## config.mk

```make
export PLATFORM = sky130hd
export DESIGN_NAME = lsu_bus_master
export DESIGN_NICKNAME = d
export VERILOG_FILES = /design/src/rtl/lsu_bus_master.sv
export SDC_FILE = /design/constraint.sdc
export NUM_CORES = 1
export LEC_CHECK = 0
export ABC_CLOCK_PERIOD_IN_PS = 2600
export CORE_UTILIZATION = 46
export CTS_BUF_LIST = sky130_fd_sc_hd__clkbuf_4 sky130_fd_sc_hd__clkbuf_8 sky130_fd_sc_hd__clkbuf_16
export DETAILED_ROUTE_END_ITERATION = 16
export PLACE_DENSITY = 0.91
export SYNTH_ARGS = -nofsm -noshare
export SYNTH_HDL_FRONTEND = slang
export SYNTH_SLANG_ARGS = --single-unit
```

## constraint.sdc

```tcl
create_clock -name clk -period 2.6 [get_ports clk]
set_input_delay 0.39 -clock clk [delete_from_list [all_inputs] [get_ports clk]]
set_output_delay 0.39 -clock clk [all_outputs]
set_load 0.01 [all_outputs]
```

## src/rtl/lsu_bus_master.sv

```systemverilog
// Load/store initiator for the word-wide memory bus: aligned accesses, sub-word
// load extraction/extension and read-modify-write for byte/halfword stores.
module lsu_bus_master #(
    parameter int unsigned RD_LATENCY = 1
) (
    input  logic        clk,
    input  logic        rst,
    input  logic        req_valid,
    output logic        req_ready,
    input  logic        req_we,
    input  logic [2:0]  req_funct3,
    input  logic [31:0] req_addr,
    input  logic [31:0] req_wdata,
    output logic        resp_valid,
    input  logic        resp_ready,
    output logic [31:0] resp_rdata,
    output logic        resp_err,
    output logic        mem_we,
    output logic [31:0] mem_addr,
    output logic [31:0] mem_wd,
    input  logic [31:0] mem_rd
);

    typedef enum logic [2:0] {IDLE, RD, WAIT, WR, RESP} state_t;

    state_t      state;
    state_t      next_state;

    logic        we_q;
    logic [2:0]  f3_q;
    logic [1:0]  addr_lo_q;
    logic [15:0] wdata_q;
    logic [1:0]  cnt_q;

    logic        fire;
    logic        req_legal;
    logic        req_misaligned;
    logic        req_err;

    logic [4:0]  lane_sh;
    logic [31:0] rd_shifted;
    logic [31:0] lane_mask;
    logic [31:0] merged;
    logic [31:0] load_data;

    logic        mem_we_d;
    logic        resp_valid_d;
    logic        resp_err_d;
    logic [31:0] mem_addr_d;
    logic [31:0] mem_wd_d;
    logic [31:0] resp_rdata_d;

    assign req_ready = (state == IDLE);
    assign fire      = req_valid && req_ready;

    always_comb begin
        req_legal = 1'b0;
        case (req_funct3)
            3'b000, 3'b001, 3'b010: req_legal = 1'b1;
            3'b100, 3'b101:         req_legal = !req_we;
            default:                req_legal = 1'b0;
        endcase
        req_misaligned = ((req_funct3[1:0] == 2'b01) && req_addr[0]) ||
                         ((req_funct3[1:0] == 2'b10) && (req_addr[1:0] != 2'b00));
        req_err = !req_legal || req_misaligned;
    end

    // Lane shift serves both load extraction and store merge.
    always_comb begin
        lane_sh    = {addr_lo_q, 3'b000};
        rd_shifted = mem_rd >> lane_sh;
        lane_mask  = f3_q[0] ? 32'h0000_FFFF : 32'h0000_00FF;
        merged     = (mem_rd & ~(lane_mask << lane_sh)) |
                     (({16'h0000, wdata_q} & lane_mask) << lane_sh);
        case (f3_q)
            3'b000:  load_data = {{24{rd_shifted[7]}}, rd_shifted[7:0]};
            3'b001:  load_data = {{16{rd_shifted[15]}}, rd_shifted[15:0]};
            3'b100:  load_data = {24'h000000, rd_shifted[7:0]};
            3'b101:  load_data = {16'h0000, rd_shifted[15:0]};
            default: load_data = mem_rd;
        endcase
    end

    always_ff @(posedge clk) begin
        if (rst) begin
            state <= IDLE;
        end else begin
            state <= next_state;
        end
    end

    always_comb begin
        next_state = state;
        case (state)
            IDLE: begin
                if (req_valid) begin
                    if (req_err) begin
                        next_state = RESP;
                    end else if (req_we && (req_funct3 == 3'b010)) begin
                        next_state = WR;
                    end else begin
                        next_state = RD;
                    end
                end
            end
            RD:   next_state = WAIT;
            WAIT: begin
                if (cnt_q == '0) begin
                    next_state = we_q ? WR : RESP;
                end
            end
            WR:   next_state = RESP;
            RESP: begin
                if (resp_ready) begin
                    next_state = IDLE;
                end
            end
            default: next_state = IDLE;
        endcase
    end

    // Registered outputs are decoded from the upcoming state so they line up with it.
    always_comb begin
        mem_we_d     = (next_state == WR);
        resp_valid_d = (next_state == RESP);
        mem_addr_d   = mem_addr;
        mem_wd_d     = mem_wd;
        resp_rdata_d = resp_rdata;
        resp_err_d   = resp_err;
        if (fire && !req_err) begin
            mem_addr_d = {req_addr[31:2], 2'b00};
        end
        if ((state == IDLE) && (next_state == WR)) begin
            mem_wd_d = req_wdata;
        end
        if ((state == WAIT) && (next_state == WR)) begin
            mem_wd_d = merged;
        end
        if ((state != RESP) && (next_state == RESP)) begin
            resp_err_d   = (state == IDLE);
            resp_rdata_d = (state == WAIT) ? load_data : '0;
        end
    end

    always_ff @(posedge clk) begin
        if (rst) begin
            we_q       <= 1'b0;
            f3_q       <= '0;
            addr_lo_q  <= '0;
            wdata_q    <= '0;
            cnt_q      <= '0;
            mem_we     <= 1'b0;
            mem_addr   <= '0;
            mem_wd     <= '0;
            resp_valid <= 1'b0;
            resp_rdata <= '0;
            resp_err   <= 1'b0;
        end else begin
            if (fire) begin
                we_q      <= req_we;
                f3_q      <= req_funct3;
                addr_lo_q <= req_addr[1:0];
                wdata_q   <= req_wdata[15:0];
            end
            if (state == RD) begin
                cnt_q <= 2'(RD_LATENCY - 1);
            end else if ((state == WAIT) && (cnt_q != '0)) begin
                cnt_q <= cnt_q - 2'd1;
            end
            mem_we     <= mem_we_d;
            mem_addr   <= mem_addr_d;
            mem_wd     <= mem_wd_d;
            resp_valid <= resp_valid_d;
            resp_rdata <= resp_rdata_d;
            resp_err   <= resp_err_d;
        end
    end

endmodule
```

==> metrics.csv, run 1 <==
stage,metric,value,unit
outcome,run_status,completed,
routing,vias_per_cell,5.900,
sta,skew,0.008351,ns
global_routing,grt_start_max_net_pins,48,
synth,synth_top_family_by_area,compound AO/OA/AOI/OAI gates,
critical_path,end_kind,register,
critical_path,reg2reg_setup_slack,0.24,ns
critical_path,path_class,reg -> reg,
routing,initialDrtViolationCount,642,
global_routing,overflow,0,
final_layout,area.growth.synth_to_final,44.57,%
placement,numPortBuffers,201,
clocking,htree_levels,4,
synth,synth_cell_types,63,
synth,synth-adder-area-share,0.2079,%
pwr,p_int,3677,uW
sta,setup_tns,0,ns
critical_path,r2r-end,mem_wd[10],
synth,synthArstFlopShare,0,%
pwr,p_leak,0.003069,uW
clocking,cts_tree,yes,
synth,synth-simple-area-share,21.35,%
clocking,cts_buffer_depth,2,
placement,hpwl,14.42,mm
floorplan,coreArea,12670,sq um
synth,ys_ff_latch,124,
sta,fin_crit_sh,90.95,%
sta,maxSlewHeadroom,53.20,%
routing,ant_nets,0,
routing,wl_per_cell,18.70,um
floorplan,dieArea,13540,sq um
routing,vias,6431,
clocking,clkTransAtPathRegs,0.06,ns
synth,synthMuxAreaShare,5.135,%
synth,postSynthAreaPerCell,8.267,sq um
sta,setup_viol_count_final,0,
clocking,cts_setup_buffers,0,
clocking,cts_root_buf,clkbuf_16,
critical_path,start_kind,register,
routing,drtPass1Iterations,6,
synth,synthXorXnorAreaFrac,0.1455,%
pwr,p_sw_share,27.71,%
final_layout,nets,1010,
clocking,post_cts_resized,0,
final_layout,seq_area,2482,sq um
sta,rsz0062_at_grt,false,
min_path,worstHoldEndpoint,mem_addr[2],
floorplan,num_rows,41,
final_layout,diodes,0,
floorplan,start_util,47.50,%
min_path,min_from,mem_addr[2],
synth,synthFlopType,dfxtp_1,
clocking,clock_latency,0.43,ns
sta,slew_violations,0,
sta,worst_pin_slew,0.7020,ns
clocking,cts_buffers,17,
critical_path,crit_fanout,12,
global_routing,antenna_found_initial,0,
pwr,p_sw,1409,uW
pwr,pwr-share-seq,39.6,%
sta,max_freq,0.4229,GHz
critical_path,timing.rr.start,state[0],
min_path,hp-class,reg -> reg,
critical_path,cp.arrival,2.65,ns
synth,synth_edf_count,0,
routing,drc,0,
floorplan,dieHeight,116.4,um
synth,ys_seq_area_share,41.25,%
min_path,hold_path_depth,2,
global_routing,grt_usage,30.67,%
sta,finalHoldViolCount,0,
clocking,cts_num_sinks,124,
run,maxCapViolations,0,
final_layout,drive_gt1_share,8.606,%
final_layout,nFillCells,1010,
synth,syn-cell-area,6018,sq um
critical_path,required,2.88,ns
placement,gp_congestion,0.9404,
sta,finalCriticalPeriod,2.365,ns
pwr,powerDensity,584.6,nW/um^2
synth,synth_warnings,0,
global_routing,grt_pass1_vias,5864,
pwr,ir_worst_vdd,0.0004412,V
clocking,holdBufCountCts,0,
floorplan,die_x,116.4,um
pwr,clockPowerShare,44.2,%
routing,routed_wl,20.39,mm
synth,synth_compound_area_share,26.09,%
synth,synthCells,728,
final_layout,multi_input_area,3197,sq um
placement,placed_cells,1058,
critical_path,reg2reg_depth,5,
pwr,combPwrFrac,16.2,%
global_routing,grt_first_pass_wirelength,31.36,mm
floorplan,io_pins,204,
final_layout,layout.cells.non_filler,1090,
-- stage by stage --
step	power, uW	hold slack (ns)	setup slack, ns	instance area (sq um)	util (%)
floorplan	2473	0.4469	0.6586	6022	-
finish	5086	0.4516	0.2353	8701	68.67
global route	5233	0.4704	0.1161	8701	68.67
global placement	2839	0.4401	0.2378	8138	64.22
CTS	5076	0.4545	0.2616	8701	68.67
detailed placement	2852	0.4465	0.1710	8138	64.22
-- synth_stat cells (all sizes together) (2+ instances only) --
cell,count,share of area [%]
a211oi,8,1.0
nor3b,2,0.33
dfxtp,124,41
o2bb2ai,16,2.3
o221ai,8,1.2
a32o,8,1.3
o21bai,2,0.25
o31ai,3,0.60
a22o,2,0.29
o2111ai,7,1.0
a2111oi,2,0.29
o211ai,2,0.25
mux2i,23,3.8
or3b,2,0.29
clkbuf,42,2.6
and2,2,0.21
a2bb2oi,14,2.1
nor2,26,2.0
a221oi,9,1.3
a21o,8,1.0
o21ai,46,4.0
a22oi,7,0.87
a21oi,83,6.9
buf,26,2.8
nand4,15,1.6
inv,5,0.31
nand3,25,2.2
nor3,5,0.50
nand2,144,9.0
or4,3,0.44
o32ai,2,0.29
nor2b,24,2.5
mux2,5,0.94
nand2b,11,1.1
a221o,2,0.33
-- cell usage in the layout (no fill, tap or decap), drive strengths merged, types with 2 or more instances in the layout --
| master | count |
|---|---|
| clkdlybuf4s50 | 200 |
| nand2 | 144 |
| dfxtp | 124 |
| a21oi | 83 |
| o21ai | 46 |
| nor2 | 26 |
| nand3 | 25 |
| buf | 25 |
| nor2b | 24 |
| mux2i | 23 |
| clkbuf | 18 |
| o2bb2ai | 16 |
| nand4 | 15 |
| a2bb2oi | 14 |
| nand2b | 11 |
| a221oi | 9 |
| a32o | 8 |
| a21o | 8 |
| o221ai | 8 |
| a211oi | 8 |
| a22oi | 7 |
| o2111ai | 7 |
| clkinvlp | 7 |
| clkinv | 6 |
| inv | 5 |
| mux2 | 5 |
| nor3 | 5 |
| or4 | 3 |
| o31ai | 3 |
| or3b | 2 |
| a221o | 2 |
| and2 | 2 |
| o21bai | 2 |
| a22o | 2 |
| o211ai | 2 |
| a2111oi | 2 |
| o32ai | 2 |
| conb | 2 |
| nor3b | 2 |
-- power groups by stage --
| stage | logic (uW) | clock network (uW) | registers (uW) |
|---|---|---|---|
| 2_1_floorplan | 426 | 0 | 2050 |
| 3_3_place_gp | 789 | 0 | 2050 |
| 3_5_place_dp | 799 | 0 | 2050 |
| 4_1_cts | 808 | 2250 | 2010 |
| 5_1_grt | 875 | 2340 | 2020 |
| 6_report | 824 | 2250 | 2010 |
-- area by class of cell --
cell class	instances	area share, %
Clock buffer	18	5.047
Multi-Input combinational cell	532	36.74
Timing Repair Buffer	225	25.57
Inverter	5	0.2157
Sequential cell	124	28.53
Tap cell	172	2.473
Clock inverter	14	1.424
-- worst max-delay path, stage by stage, from the launching register on --
cell	delay, ns
dfxtp_1	0.44
or3b_1	0.64
nor2_8	0.30
o22ai_2	0.24
a2111oi_0	0.51
nor3_1	0.08
-- how the worst max path moves through the flow --
stage / startpoint / end / slack, ns / cells after the start
after floorplan: state[0] / mem_wd[13] / 0.66 / 8
after global placement: req_addr[0] / resp_rdata[30] / 0.24 / 7
after detailed placement: req_addr[0] / resp_rdata[25] / 0.17 / 7
after CTS: state[0] / mem_wd[10] / 0.26 / 5
after global routing: state[0] / mem_wd[26] / 0.12 / 6
final: state[0] / mem_wd[10] / 0.24 / 5
-- cell families after synthesis --
kind of cell               count (synthesis)
xor gates and xnor gates                   1
DFF                                      124
AOI/OAI and AO/OA                        234
muxes                                     29
and+or+nand+nor                          265
other                                      1
adders and majority gates                  1
buffers and inverters                     73
-- layer usage --
layer	up-vias	wire [um]	share of wire (%)	global-route usage, %
met5	-	0	0	0
met4	0	925	4.5	17.52
met3	75	1961	9.6	7.161
met2	394	9667	47	49.03
met1	2979	7833	38	37.92
li1	2983	-	-	-
-- registers in the layout, indices dropped and copies added (netlist names), 2 cells and up --
signal,flops
cnt_q,2
mem_wd,32
state,3
wdata_q,16
mem_addr,30
addr_lo_q,2
f3_q,3
resp_rdata,32
(Power assumes the default switching activity.)
==> run 2: changes to the inputs <==
CORE_UTILIZATION = 30   (was 46)
PLACE_DENSITY = 0.67   (was 0.91)
==> run 2 against run 1 <==
  * Cell count increased by 9.0%
  * Routed wire length increased by 5.1%
  * First-iteration DRC count decreased by 28%
  * Critical path type unchanged
  * Worst setup slack improved by 0.17 ns
  * Non-clock buffer count increased by 5
  * Sequential cell count unchanged
==> metrics.csv, run 2 (synthesized netlist as in run 1, its figures left out) <==
stage,metric,value,unit,change
outcome,run_status,completed,,unchanged
clocking,cts_root_buf,clkbuf_16,,unchanged
sta,maxSlewHeadroom,30.56,%,was 53.20%
clocking,clkTransAtPathRegs,0.06,ns,about the same
routing,vias,6188,,was 6431
sta,setup_viol_count_final,0,,unchanged
min_path,hold_path_depth,2,,unchanged
sta,skew,0.008082,ns,was 0.008351 ns
sta,setup_tns,0,ns,unchanged
sta,max_freq,0.4550,GHz,was 0.4229 GHz
clocking,cts_buffer_depth,2,,unchanged
floorplan,start_util,30.72,%,was 47.50%
clocking,cts_buffers,17,,unchanged
placement,placed_cell_area,8317,sq um,was 8138 sq um
routing,routed_wl,21.42,mm,was 20.39 mm
clocking,post_cts_resized,0,,unchanged
global_routing,grt_usage,20.50,%,was 30.67%
min_path,min_from,rst,,was mem_addr[2]
routing,initialDrtViolationCount,461,,was 642
min_path,hp-class,in -> reg,,was reg -> reg
global_routing,grt_first_pass_wirelength,32.11,mm,was 31.36 mm
critical_path,timing.rr.start,state[1],,was state[0]
critical_path,end_kind,register,,unchanged
critical_path,required,2.94,ns,was 2.88 ns
critical_path,reg2reg_setup_slack,0.40,ns,was 0.24 ns
final_layout,diodes,0,,unchanged
floorplan,io_pins,204,,unchanged
final_layout,drive_gt1_share,9.101,%,was 8.606%
clocking,clock_latency,0.42,ns,was 0.43 ns
pwr,p_leak,0.003161,uW,was 0.003069 uW
pwr,ir_worst_vdd,0.0004521,V,was 0.0004412 V
critical_path,reg2reg_depth,8,,was 5
run,maxCapViolations,0,,unchanged
final_layout,final_cell_area,8990,sq um,was 8701 sq um
clocking,htree_levels,4,,unchanged
sta,finalCriticalPeriod,2.198,ns,was 2.365 ns
placement,gp_congestion,0.9020,,was 0.9404
placement,numPortBuffers,201,,unchanged
min_path,worstHoldEndpoint,addr_lo_q[0],,was mem_addr[2]
routing,drtPass1Iterations,5,,was 6
sta,finalHoldViolCount,0,,unchanged
global_routing,antenna_found_initial,1,,was 0
final_layout,nets,1015,,was 1010
routing,ant_nets,0,,unchanged
critical_path,start_kind,register,,unchanged
sta,rsz0062_at_grt,false,,unchanged
global_routing,grt_start_max_net_pins,46,,was 48
routing,vias_per_cell,5.209,,was 5.900
floorplan,dieHeight,143.6,um,was 116.4 um
sta,worst_pin_slew,1.038,ns,was 0.7020 ns
floorplan,die_x,143.6,um,was 116.4 um
global_routing,overflow,0,,unchanged
floorplan,dieArea,20630,sq um,was 13540 sq um
clocking,cts_tree,yes,,unchanged
sta,slew_violations,0,,unchanged
placement,hpwl,15.73,mm,was 14.42 mm
global_routing,grt_pass1_vias,5735,,was 5864
final_layout,area.growth.synth_to_final,49.38,%,was 44.57%
floorplan,num_rows,51,,was 41
clocking,cts_setup_buffers,0,,unchanged
floorplan,coreArea,19590,sq um,was 12670 sq um
sta,fin_crit_sh,84.54,%,was 90.95%
final_layout,largestRegisters,"mem_wd x32, resp_rdata x32, mem_addr x30",,unchanged
clocking,cts_num_sinks,124,,unchanged
final_layout,layout_common_cells,"200 x clkdlybuf4s50_1, 144 x nand2_1, 124 x dfxtp_1",,unchanged
sta,setup_ws,0.4021,ns,was 0.2353 ns
critical_path,cp.arrival,2.54,ns,was 2.65 ns
final_layout,mostFrequentLayoutCell,clkdlybuf4s50_1,,unchanged
critical_path,crit_fanout,27,,was 12
critical_path,r2r-end,mem_wd[3],,was mem_wd[10]
pwr,powerDensity,615.3,nW/um^2,was 584.6 nW/um^2
critical_path,path_class,reg -> reg,,unchanged
clocking,holdBufCountCts,0,,unchanged
routing,drc,0,,unchanged
placement,place_ws,0.1948,ns,was 0.1710 ns
routing,wl_per_cell,18.03,um,was 18.70 um
## run 2: critical path, cell delays in order (launching register included)
cell and delay [ns]:
dfxtp_1 0.53, buf_4 0.25, nor3b_2 0.24, nand3_1 0.10, buf_4 0.19, a2bb2oi_2 0.14, buf_4 0.30, o2111ai_1 0.20
a21oi_1 0.16
## run 2: layout make-up
class                   count  area [sq um]
repair buffers            230          2287
flip-flops and latches    124          2482
multi-input cells         532          3197
fillers                  1949         10600
well taps                 265         331.6
inverters                   5         18.77
clock buffers              22         488.0
clock inverters            10         185.2
## run 2: how the worst max path moves through the flow
stage,startpoint,endpoint,slack (ns),cells after the start
floorplan,state[0],mem_wd[13],0.66,8
global placement,req_valid,mem_wd[8],0.25,6
detailed placement,req_valid,mem_wd[27],0.19,7
CTS,state[1],mem_wd[3],0.41,8
global route,state[1],mem_wd[24],0.22,8
finish,state[1],mem_wd[3],0.40,8
## run 2: metrics by stage
step | total power [uW] | std cells | hold slack, ns | util (%)
detailed placement | 2876 | 1156 | 0.4455 | 42.45
global route | 5722 | 1188 | 0.2710 | 45.89
floorplan | 2473 | 729 | 0.4469 | -
CTS | 5570 | 1188 | 0.2493 | 45.89
finish | 5531 | 1188 | 0.2637 | 45.89
global placement | 2872 | 1156 | 0.4408 | 42.45
## run 2: power by group
| part | internal [uW] | switching (uW) |
|---|---|---|
| sequential | 1960 | 60.0 |
| combinational | 391 | 439 |
| clock | 1810 | 868 |
## run 2: metal layers
layer / part of all wire, % / track usage, % / up-vias / wire length (um)
met5: 0.075 / 0 / - / 16
met4: 2.5 / 7.447 / 2 / 533
met3: 7.0 / 4.965 / 39 / 1497
met2: 46 / 32.50 / 275 / 9754
met1: 45 / 26.90 / 2886 / 9622
li1: - / - / 2986 / -
==> run 3: changes to the inputs <==
ABC_CLOCK_PERIOD_IN_PS = 2200   (was 2600)
clock period = 2.2 ns   (was 2.6 ns; I/O delays follow)
==> run 3 against run 2 <==
  * Die area stayed put
  * Sequential cell count unchanged
  * Register-to-register slack got worse by 0.30 ns
  * Worst hold slack worse by 0.010 ns
  * First-iteration DRC count is 15% higher
  * Sequential power increased by 18%
  * Utilization is 1.2 points higher
  * Clock skew decreased by 0.0011 ns
  * Cell count grew 2.5%
  * Largest cell class unchanged
  * Critical endpoint is now mem_wd[10]
  * Fmax is 4.9% higher
  * Clock power increased by 18%
==> metrics.csv, run 3 (synthesized netlist as in run 1, its figures left out) <==
stage,metric,value,unit,change
outcome,run_status,completed,,unchanged
final_layout,layout_common_cells,"199 x clkdlybuf4s50_1, 144 x nand2_1, 124 x dfxtp_1",,"was 200 x clkdlybuf4s50_1, 144 x nand2_1, 124 x dfxtp_1"
floorplan,dieArea,20630,sq um,unchanged
final_layout,mostFrequentLayoutCell,clkdlybuf4s50_1,,unchanged
placement,place_ws,-0.08956,ns,was 0.1948 ns
clocking,clkTransAtPathRegs,0.06,ns,about the same
run,maxCapViolations,0,,unchanged
sta,setup_tns,0,ns,unchanged
sta,finalHoldViolCount,0,,unchanged
global_routing,grt_start_max_net_pins,48,,was 46
routing,wl_per_cell,17.65,um,was 18.03 um
final_layout,nFillCells,1865,,was 1949
routing,drtPass1Iterations,5,,unchanged
pwr,powerDensity,714.0,nW/um^2,was 615.3 nW/um^2
placement,gp_congestion,0.9091,,was 0.9020
global_routing,overflow,0,,unchanged
final_layout,diodes,0,,unchanged
critical_path,cp.arrival,2.39,ns,was 2.54 ns
routing,drc,0,,unchanged
critical_path,required,2.49,ns,was 2.94 ns
clocking,cts_num_sinks,124,,unchanged
routing,routed_wl,21.50,mm,was 21.42 mm
critical_path,r2r-end,mem_wd[10],,was mem_wd[3]
final_layout,utilization,47.10,%,was 45.89%
sta,finalCriticalPeriod,2.095,ns,was 2.198 ns
sta,setup_viol_count_final,0,,unchanged
sta,slew_violations,0,,unchanged
routing,vias,6294,,was 6188
global_routing,grt_pass1_vias,5935,,was 5735
clocking,htree_levels,4,,unchanged
critical_path,reg2reg_setup_slack,0.10,ns,was 0.40 ns
critical_path,path_cells,inv_1 > ha_1 > nor2b_1 > o31ai_4 > o22ai_2 > buf_4 > a2111oi_0 > nor3_1,,was buf_4 > nor3b_2 > nand3_1 > buf_4 > a2bb2oi_2 > buf_4 > o2111ai_1 > a21oi_1
clocking,cts_tree,yes,,unchanged
pwr,p_leak,0.003319,uW,was 0.003161 uW
sta,skew,0.007017,ns,was 0.008082 ns
global_routing,grt_usage,20.92,%,was 20.50%
sta,fin_crit_sh,95.24,%,was 84.54%
floorplan,start_util,30.72,%,unchanged
sta,maxSlewHeadroom,62.44,%,was 30.56%
global_routing,antenna_found_initial,1,,unchanged
sta,rsz0062_at_grt,true,,was false
floorplan,dieHeight,143.6,um,unchanged
floorplan,num_rows,51,,unchanged
critical_path,crit_path_top_delay_cell,a2111oi_0,,was dfxtp_1
placement,hpwl,15.96,mm,was 15.73 mm
critical_path,slowest_delay,0.38,ns,was 0.53 ns
critical_path,path_class,reg -> reg,,unchanged
critical_path,reg2reg_depth,8,,unchanged
routing,ant_nets,0,,unchanged
clocking,cts_buffer_depth,2,,unchanged
critical_path,start_kind,register,,unchanged
clocking,cts_root_buf,clkbuf_16,,unchanged
critical_path,path_delay_family,compound AO/OA/AOI/OAI gates,,was buffers and inverters
critical_path,end_kind,register,,unchanged
clocking,cts_buffers,17,,unchanged
min_path,hold_path_depth,2,,unchanged
final_layout,drive_gt1_share,12.07,%,was 9.101%
clocking,clock_latency,0.42,ns,about the same
min_path,worstHoldEndpoint,resp_rdata[7],,was addr_lo_q[0]
final_layout,largestRegisters,"mem_wd x32, resp_rdata x32, mem_addr x30",,unchanged
sta,max_freq,0.4773,GHz,was 0.4550 GHz
min_path,min_from,rst,,unchanged
sta,worst_pin_slew,0.5622,ns,was 1.038 ns
routing,vias_per_cell,5.167,,was 5.209
floorplan,die_x,143.6,um,unchanged
critical_path,timing.rr.start,cnt_q[0],,was state[1]
critical_path,critPathBufInv,2,,was 3
floorplan,coreArea,19590,sq um,unchanged
final_layout,area.growth.synth_to_final,53.33,%,was 49.38%
final_layout,nets,1045,,was 1015
sta,setup_ws,0.1047,ns,was 0.4021 ns
pwr,ir_worst_vdd,0.0005621,V,was 0.0004521 V
floorplan,io_pins,204,,unchanged
routing,initialDrtViolationCount,530,,was 461
global_routing,grt_first_pass_wirelength,32.93,mm,was 32.11 mm
critical_path,crit_fanout,5,,was 27
placement,numPortBuffers,201,,unchanged
min_path,hp-class,in -> reg,,unchanged
clocking,holdBufCountCts,0,,unchanged
==> run 3: worst reg2reg max path, cell delays in order, from the launching register on <==
cell	delay, ns
dfxtp_1	0.34
inv_1	0.05
ha_1	0.24
nor2b_1	0.18
o31ai_4	0.32
o22ai_2	0.21
buf_4	0.17
a2111oi_0	0.38
nor3_1	0.07
==> run 3: how the worst max path moves through the flow <==
| stage | slack (ns) | endpoint | cells after the start | start |
|---|---|---|---|---|
| floorplan | 0.26 | mem_wd[13] | 8 | state[0] |
| global placement | -0.03 | mem_wd[10] | 7 | req_funct3[0] |
| detailed placement | -0.09 | resp_rdata[14] | 7 | req_addr[0] |
| CTS | 0.01 | req_ready | 3 | state[2] |
| global route | -0.03 | mem_wd[10] | 8 | cnt_q[0] |
| finish | 0.10 | mem_wd[10] | 8 | cnt_q[0] |
==> run 3: timing repair <==
action                                  in CTS  in global routing
endpoints found under the setup margin       0                  2
setup buffers                                0                  0
gates resized for setup                      0                  2
hold endpoints to repair                     0                  0
==> run 3: routing by layer <==
metal | share of wire [%] | global-route usage [%]
met1 | 44 | 28.05
met2 | 46 | 32.70
met3 | 7.0 | 4.532
met4 | 2.9 | 7.895
met5 | 0.051 | 0
==> run 3: through the flow <==
stage / instance area [sq um] / hold WS [ns] / total power, uW / cells
after detailed placement: 8554 / 0.4465 / 3458 / 1186
after CTS: 9221 / 0.2388 / 6625 / 1218
after global routing: 9228 / 0.2491 / 6821 / 1218
after global placement: 8554 / 0.4404 / 3454 / 1186
final: 9228 / 0.2532 / 6589 / 1218
after floorplan: 6022 / 0.4469 / 2922 / 729
==> run 3: power by group <==
part / internal (uW) / switching, uW / total (uW) / leakage (uW)
registers: 2320 / 59.8 / 2380 / 0.00101
logic: 512 / 540 / 1050 / 0.00199
clock network: 2080 / 1080 / 3160 / 0.000320
total: 4910 / 1680 / 6590 / 0.00332
==> run 3: area by class of cell <==
cell class,instances,area [sq um],area share [%]
Clock buffer,19,452.9,4.908
Multi-Input combinational cell,532,3201,34.68
Clock inverter,13,214.0,2.319
Inverter,5,18.77,0.2034
Timing Repair Buffer,260,2527,27.39
Sequential cell,124,2482,26.90
Tap cell,265,331.6,3.593
